$ cat src/rtl/ibex_pkg.sv
// Shared types and constants for the CHERI PCC / branch-redirect logic.
//   pcc_redirect_state_e : redirect FSM states
//   CHERI_ADDR_W         : width of the capability address field
//   CheriCapWidthDefault : default compressed-capability width
//   CheriExcWidth        : width of the CHERI check-failure cause vector
//   CheriRootHi          : upper (non-address) bits of the root capability, tag set
package ibex_pkg;

  localparam int CHERI_ADDR_W         = 32;
  localparam int CheriCapWidthDefault = 91;
  localparam int CheriExcWidth        = 5;

  // Bit 58 (the tag, capability bit 90) is set: the reset PCC is a valid root cap.
  localparam logic [CheriCapWidthDefault-CHERI_ADDR_W-1:0] CheriRootHi =
    59'h4AB_CDEF_0123_4567;

  typedef enum logic [1:0] {
    PccIdle     = 2'd0,
    PccRedirect = 2'd1,
    PccExc      = 2'd2
  } pcc_redirect_state_e;

endpackage

$ cat src/rtl/ibex_cheri_pcc_redirect.sv
// Owns the architectural PCC. Consumes the EX-stage branch outcome, issues
// fetch redirects to IF (req/ack), raises CHERI branch exceptions to the
// controller (req/ack) and stalls EX while either is pending. A controller
// trap (trap_set_i) overrides everything and redirects fetch to trap_pcc_i.
//
// Ports
//   clk_i, rst_i             clock, asynchronous active-high reset
//   ex_valid_i, branch_req_i,
//   branch_decision_i        branch accepted when all three high and idle
//   branch_is_cap_i          target is a full capability, else integer addr
//   branch_target_i          branch target
//   branch_exc_i/_cause_i    CHERI check failure on target and its cause
//   trap_set_i, trap_pcc_i   trap entry / xRET: install PCC and redirect
//   redirect_req_o/_addr_o   fetch redirect to IF, acked by redirect_ack_i
//   exc_req_o, exc_cause_o   exception to controller, acked by exc_ack_i
//   pcc_o                    architectural PCC
//   stall_ex_o               high whenever not idle
//   taken_cnt_o              saturating count of taken branch redirects
module ibex_cheri_pcc_redirect
  import ibex_pkg::*;
#(
  parameter int                          CheriCapWidth = CheriCapWidthDefault,
  parameter logic [31:0]                 BootAddr      = 32'h0000_0080,
  parameter logic [CheriCapWidth-33:0]   PccRootHi     = CheriRootHi
) (
  input  logic                      clk_i,
  input  logic                      rst_i,
  input  logic                      ex_valid_i,
  input  logic                      branch_req_i,
  input  logic                      branch_decision_i,
  input  logic                      branch_is_cap_i,
  input  logic [CheriCapWidth-1:0]  branch_target_i,
  input  logic                      branch_exc_i,
  input  logic [CheriExcWidth-1:0]  branch_exc_cause_i,
  input  logic                      trap_set_i,
  input  logic [CheriCapWidth-1:0]  trap_pcc_i,
  output logic                      redirect_req_o,
  output logic [31:0]               redirect_addr_o,
  input  logic                      redirect_ack_i,
  output logic                      exc_req_o,
  output logic [CheriExcWidth-1:0]  exc_cause_o,
  input  logic                      exc_ack_i,
  output logic [CheriCapWidth-1:0]  pcc_o,
  output logic                      stall_ex_o,
  output logic [31:0]               taken_cnt_o
);

  pcc_redirect_state_e state_q, state_d;

  logic [CheriCapWidth-1:0] pcc_q, pcc_d;
  logic [31:0]              addr_q, addr_d;
  logic [CheriExcWidth-1:0] cause_q, cause_d;
  logic [31:0]              cnt_q, cnt_d;
  logic                     accept;

  assign accept = ex_valid_i & branch_req_i & branch_decision_i & (state_q == PccIdle);

  // NOTE: every variable gets its hold value before any branch, so paths
  // that do not assign it cannot infer a latch.
  always_comb begin
    state_d = state_q;
    pcc_d   = pcc_q;
    addr_d  = addr_q;
    cause_d = cause_q;
    cnt_d   = cnt_q;

    if (trap_set_i) begin
      // Trap wins over acks and a simultaneous accept; not counted as taken.
      pcc_d      = trap_pcc_i;
      pcc_d[0]   = 1'b0;
      addr_d     = {trap_pcc_i[31:1], 1'b0};
      state_d    = PccRedirect;
    end else begin
      unique case (state_q)
        PccIdle: begin
          if (accept) begin
            if (branch_exc_i) begin
              cause_d = branch_exc_cause_i;
              state_d = PccExc;
            end else begin
              if (branch_is_cap_i) begin
                pcc_d = branch_target_i;
              end else begin
                pcc_d = {pcc_q[CheriCapWidth-1:32], branch_target_i[31:0]};
              end
              pcc_d[0] = 1'b0;
              addr_d   = {branch_target_i[31:1], 1'b0};
              cnt_d    = (cnt_q == 32'hFFFF_FFFF) ? cnt_q : cnt_q + 32'd1;
              state_d  = PccRedirect;
            end
          end
        end
        PccRedirect: if (redirect_ack_i) state_d = PccIdle;
        PccExc:      if (exc_ack_i)      state_d = PccIdle;
        default:     state_d = PccIdle;
      endcase
    end
  end

  // NOTE: sequential state uses non-blocking assignments so every register
  // samples the pre-edge values regardless of statement order.
  always_ff @(posedge clk_i or posedge rst_i) begin
    if (rst_i) begin
      state_q        <= PccIdle;
      pcc_q          <= {PccRootHi, BootAddr};
      addr_q         <= '0;
      cause_q        <= '0;
      cnt_q          <= '0;
      redirect_req_o <= 1'b0;
      exc_req_o      <= 1'b0;
      stall_ex_o     <= 1'b0;
    end else begin
      state_q        <= state_d;
      pcc_q          <= pcc_d;
      addr_q         <= addr_d;
      cause_q        <= cause_d;
      cnt_q          <= cnt_d;
      // Flags are registered from the next state so no output decodes logic.
      redirect_req_o <= (state_d == PccRedirect);
      exc_req_o      <= (state_d == PccExc);
      stall_ex_o     <= (state_d != PccIdle);
    end
  end

  assign pcc_o           = pcc_q;
  assign redirect_addr_o = addr_q;
  assign exc_cause_o     = cause_q;
  assign taken_cnt_o     = cnt_q;

endmodule

$ cat config.mk
export PLATFORM = sky130hd
export DESIGN_NAME = ibex_cheri_pcc_redirect
export DESIGN_NICKNAME = d
export VERILOG_FILES = /design/src/rtl/ibex_pkg.sv /design/src/rtl/ibex_cheri_pcc_redirect.sv
export SDC_FILE = /design/constraint.sdc
export NUM_CORES = 1
export LEC_CHECK = 0
export ABC_AREA = 1
export CAP_MARGIN = 5
export CORE_AREA = 2 2 142 144
export CTS_CLUSTER_SIZE = 14
export DETAILED_ROUTE_END_ITERATION = 16
export DIE_AREA = 0 0 144 146
export PLACE_DENSITY = 0.73
export SETUP_SLACK_MARGIN = 0.3
export SYNTH_ARGS = -nofsm -noshare
export SYNTH_HDL_FRONTEND = slang
export SYNTH_SLANG_ARGS = --single-unit
$ cat constraint.sdc
create_clock -name clk_i -period 10.6 [get_ports clk_i]
set_input_delay 2.65 -clock clk_i [delete_from_list [all_inputs] [get_ports clk_i]]
set_output_delay 2.65 -clock clk_i [all_outputs]
set_load 0.05 [all_outputs]
==> flow_summary.json <==
{
  "result_of_the_run": "finished, final reports clean",
  "num_antenna_cells": 0,
  "groute.layer.met3.usage_pct": 8.03,
  "cts-root-buf": "clkbuf_16",
  "power-per-cell-area_mw_per_mm2": 153,
  "dr.first_iter.drc_count": 360,
  "htree_num_levels": 4,
  "finish.instance_area_sq_mm": 0.0111,
  "grt_use_total_pct": 23.3,
  "totalWireLength_microns": 24200,
  "worstSetupEndpointType": "register",
  "cts_setup_buffers": 0,
  "cts.repair.resized": 0,
  "grt-busiest-layer": "met2",
  "grt_util_met2_pct": 39.7,
  "final_cell_count_no_fill": 1481,
  "setup_violations": 0,
  "power.ir.vdd_worst_mv": 0.106,
  "area_delta_synth_final_pct": 57.2,
  "post_synth_num_cell_types": 32,
  "crit_arrival_ps": 5510,
  "synth.avg_cell_area_sq_um": 7.81,
  "slew-limit-headroom_pct": 24.3,
  "finalCriticalPeriod_ps": 5220,
  "most-common-layout-cells": "354 x clkdlybuf4s50_1, 326 x nand2_1, 132 x nor2_1",
  "slew_violations": 0,
  "vias_per_cell": 4.75,
  "design.core.area_sq_mm": 0.0193,
  "numCtsBuffers": 17,
  "ffs_w_async_s_r_synth_pct": 100,
  "routed_wire_length_per_instance_microns": 16.4,
  "die_height_microns": 146,
  "min_path_type": "register to register",
  "number_of_design_rule_violations_left_after_detail_routing": 0,
  "globalRouteMet1Util_pct": 28.2,
  "horizontal_extent_of_the_die_microns": 144,
  "cts.reportedPaths.clkPinSlew_ps": 60,
  "route.antenna.remaining_nets": 0,
  "start_kind": "primary input",
  "timing.setup.tns_ps": 0,
  "clock_insertion_delay_worst_skew_ps": 420,
  "post-place-cells": 1449,
  "initial_utilization_pct": 36.5,
  "worst_ep_required_time_ps": 10900,
  "tritoncts_clock_tree": "built",
  "ioPinCount": 360,
  "clk_path_buf_depth": 2,
  "grt-ovfl-total": 0,
  "grt_pass1_wl_microns": 37500,
  "grt_start_max_net_pins": 119,
  "critical_setup_path_class": "primary input to register",
  "min_path_cells": 2,
  "path_max_fanout": 92,
  "yosys_most_used_dff": "dfrtp_1",
  "clock_skew_ps": 12.0,
  "grt_setup_unrepaired": "false",
  "cts.sink_count": 133,
  "cap_violations": 0,
  "synth_edf_count": 0,
  "final.period_utilization_pct": 49.2,
  "ctsHoldBuffers": 0,
  "power.leakage_nw": 4.66,
  "layout_commonest_cell": "clkdlybuf4s50_1",
  "register_bit_total_from_synthesis": 133,
  "worst-slew-pin-transition_ps": 1140,
  "synthesis.area_sq_mm": 0.00705,
  "synthesis.instances": 902,
  "port-buffer-count": 355,
  "design.die.area_sq_mm": 0.0210,
  "fmaxAchievable_mhz": 192,
  "worst_case_reg_to_reg_path_depth": 5,
  "yosysWarningCount": 0,
  "vias_in_the_first_global_route": 6746,
  "n_fill_cell": 1762,
  "route.vias.total": 7032,
  "final_layout_size_suffix_gt1_share_pct": 8.96,
  "detailedPlacementHpwl_microns": 17900,
  "finalWeightedCongestion": 0.889,
  "r2r_setup_slk_ps": 8430,
  "drt_pass1_iterations": 6,
  "placed_inst_area_sq_mm": 0.0105,
  "synth-seq-area-share_pct": 47.8,
  "finalHoldViolCount": 0,
  "final_nets": 1401,
  "grt_antenna_before_repair": 0,
  "core.rowCount": 51
}
-- through the flow --
| step | utilization [%] | power (mW) | setup slack [ps] | hold slack (ps) |
|---|---|---|---|---|
| after detailed placement | 54.3 | 1.12 | 4920 | 464 |
| after floorplan | - | 0.919 | 4450 | 480 |
| after global placement | 54.3 | 1.11 | 4890 | 458 |
| after CTS | 57.3 | 1.72 | 5380 | 473 |
| after global routing | 57.3 | 1.77 | 5070 | 494 |
| final | 57.3 | 1.70 | 5380 | 470 |
-- worst paths after layout --
path,end,start
max,redirect_addr_o[7],trap_set_i
min,pcc_o[7],pcc_o[7]
max reg2reg,pcc_o[77],state_q[1]
min reg2reg,pcc_o[7],pcc_o[7]
max in group asynchronous,pcc_o[27],rst_i
min in group asynchronous,pcc_o[28],rst_i
-- flip-flops by register name (all words and copies together), names as in the netlist --
signal / cells
redirect_req_o: 1
exc_req_o: 1
redirect_addr_o: 2
exc_cause_o: 5
stall_ex_o: 1
state_q: 2
taken_cnt_o: 32
pcc_o: 89
-- worst max-delay path, stage by stage --
cell	delay, ps
buf_4	710
clkinv_2	730
nand2_2	1020
inv_1	180
nand2_1	120
nand2_1	50
-- routing by layer --
metal | part of all wire, % | vias up
met5 | 0 | -
met4 | 1.2 | 0
met3 | 8.2 | 21
met2 | 51 | 257
met1 | 40 | 3266
li1 | - | 3488
-- report_power, final --
group          switching [mW]  internal, mW
clock                   0.233         0.360
combinational           0.319         0.192
sequential             0.0332         0.563
-- cell usage after synthesis, types with 8 or more instances --
cell      instances  share of area, %
nand3_1          22               1.6
nor2_1          132               7.0
buf_2            17               1.2
nand2_1         328                17
nand2_2          17               1.5
xor2_1            8              0.99
inv_1            30               1.6
clkbuf_1         20               1.1
dfrtp_1         102                36
nand4_1          15               1.3
a31oi_1          88               7.8
dfstp_2          31                12
buf_4            36               3.8
-- logic make-up after synthesis --
family	synth area share (%)
XOR/XNOR	1.86
multiplexers	0.799
adder cells (fa/ha/maj)	0.177
flip-flops	47.8
buffers and inverters	8.56
other	0.0532
AO/OA/AOI/OAI	8.31
AND/OR/NAND/NOR	32.5
-- cell type report --
cell class | count | area, sq um | share of cell area, %
clock buffer | 21 | 460 | 4.16
sequential | 133 | 3370 | 30.4
inverter | 33 | 130 | 1.17
timing repair buffer | 358 | 3570 | 32.2
clock inverter | 11 | 126 | 1.14
tap | 265 | 332 | 2.99
multi-input combinational | 660 | 3090 | 27.9
No activity file was read; power rests on OpenSTA's default activity.
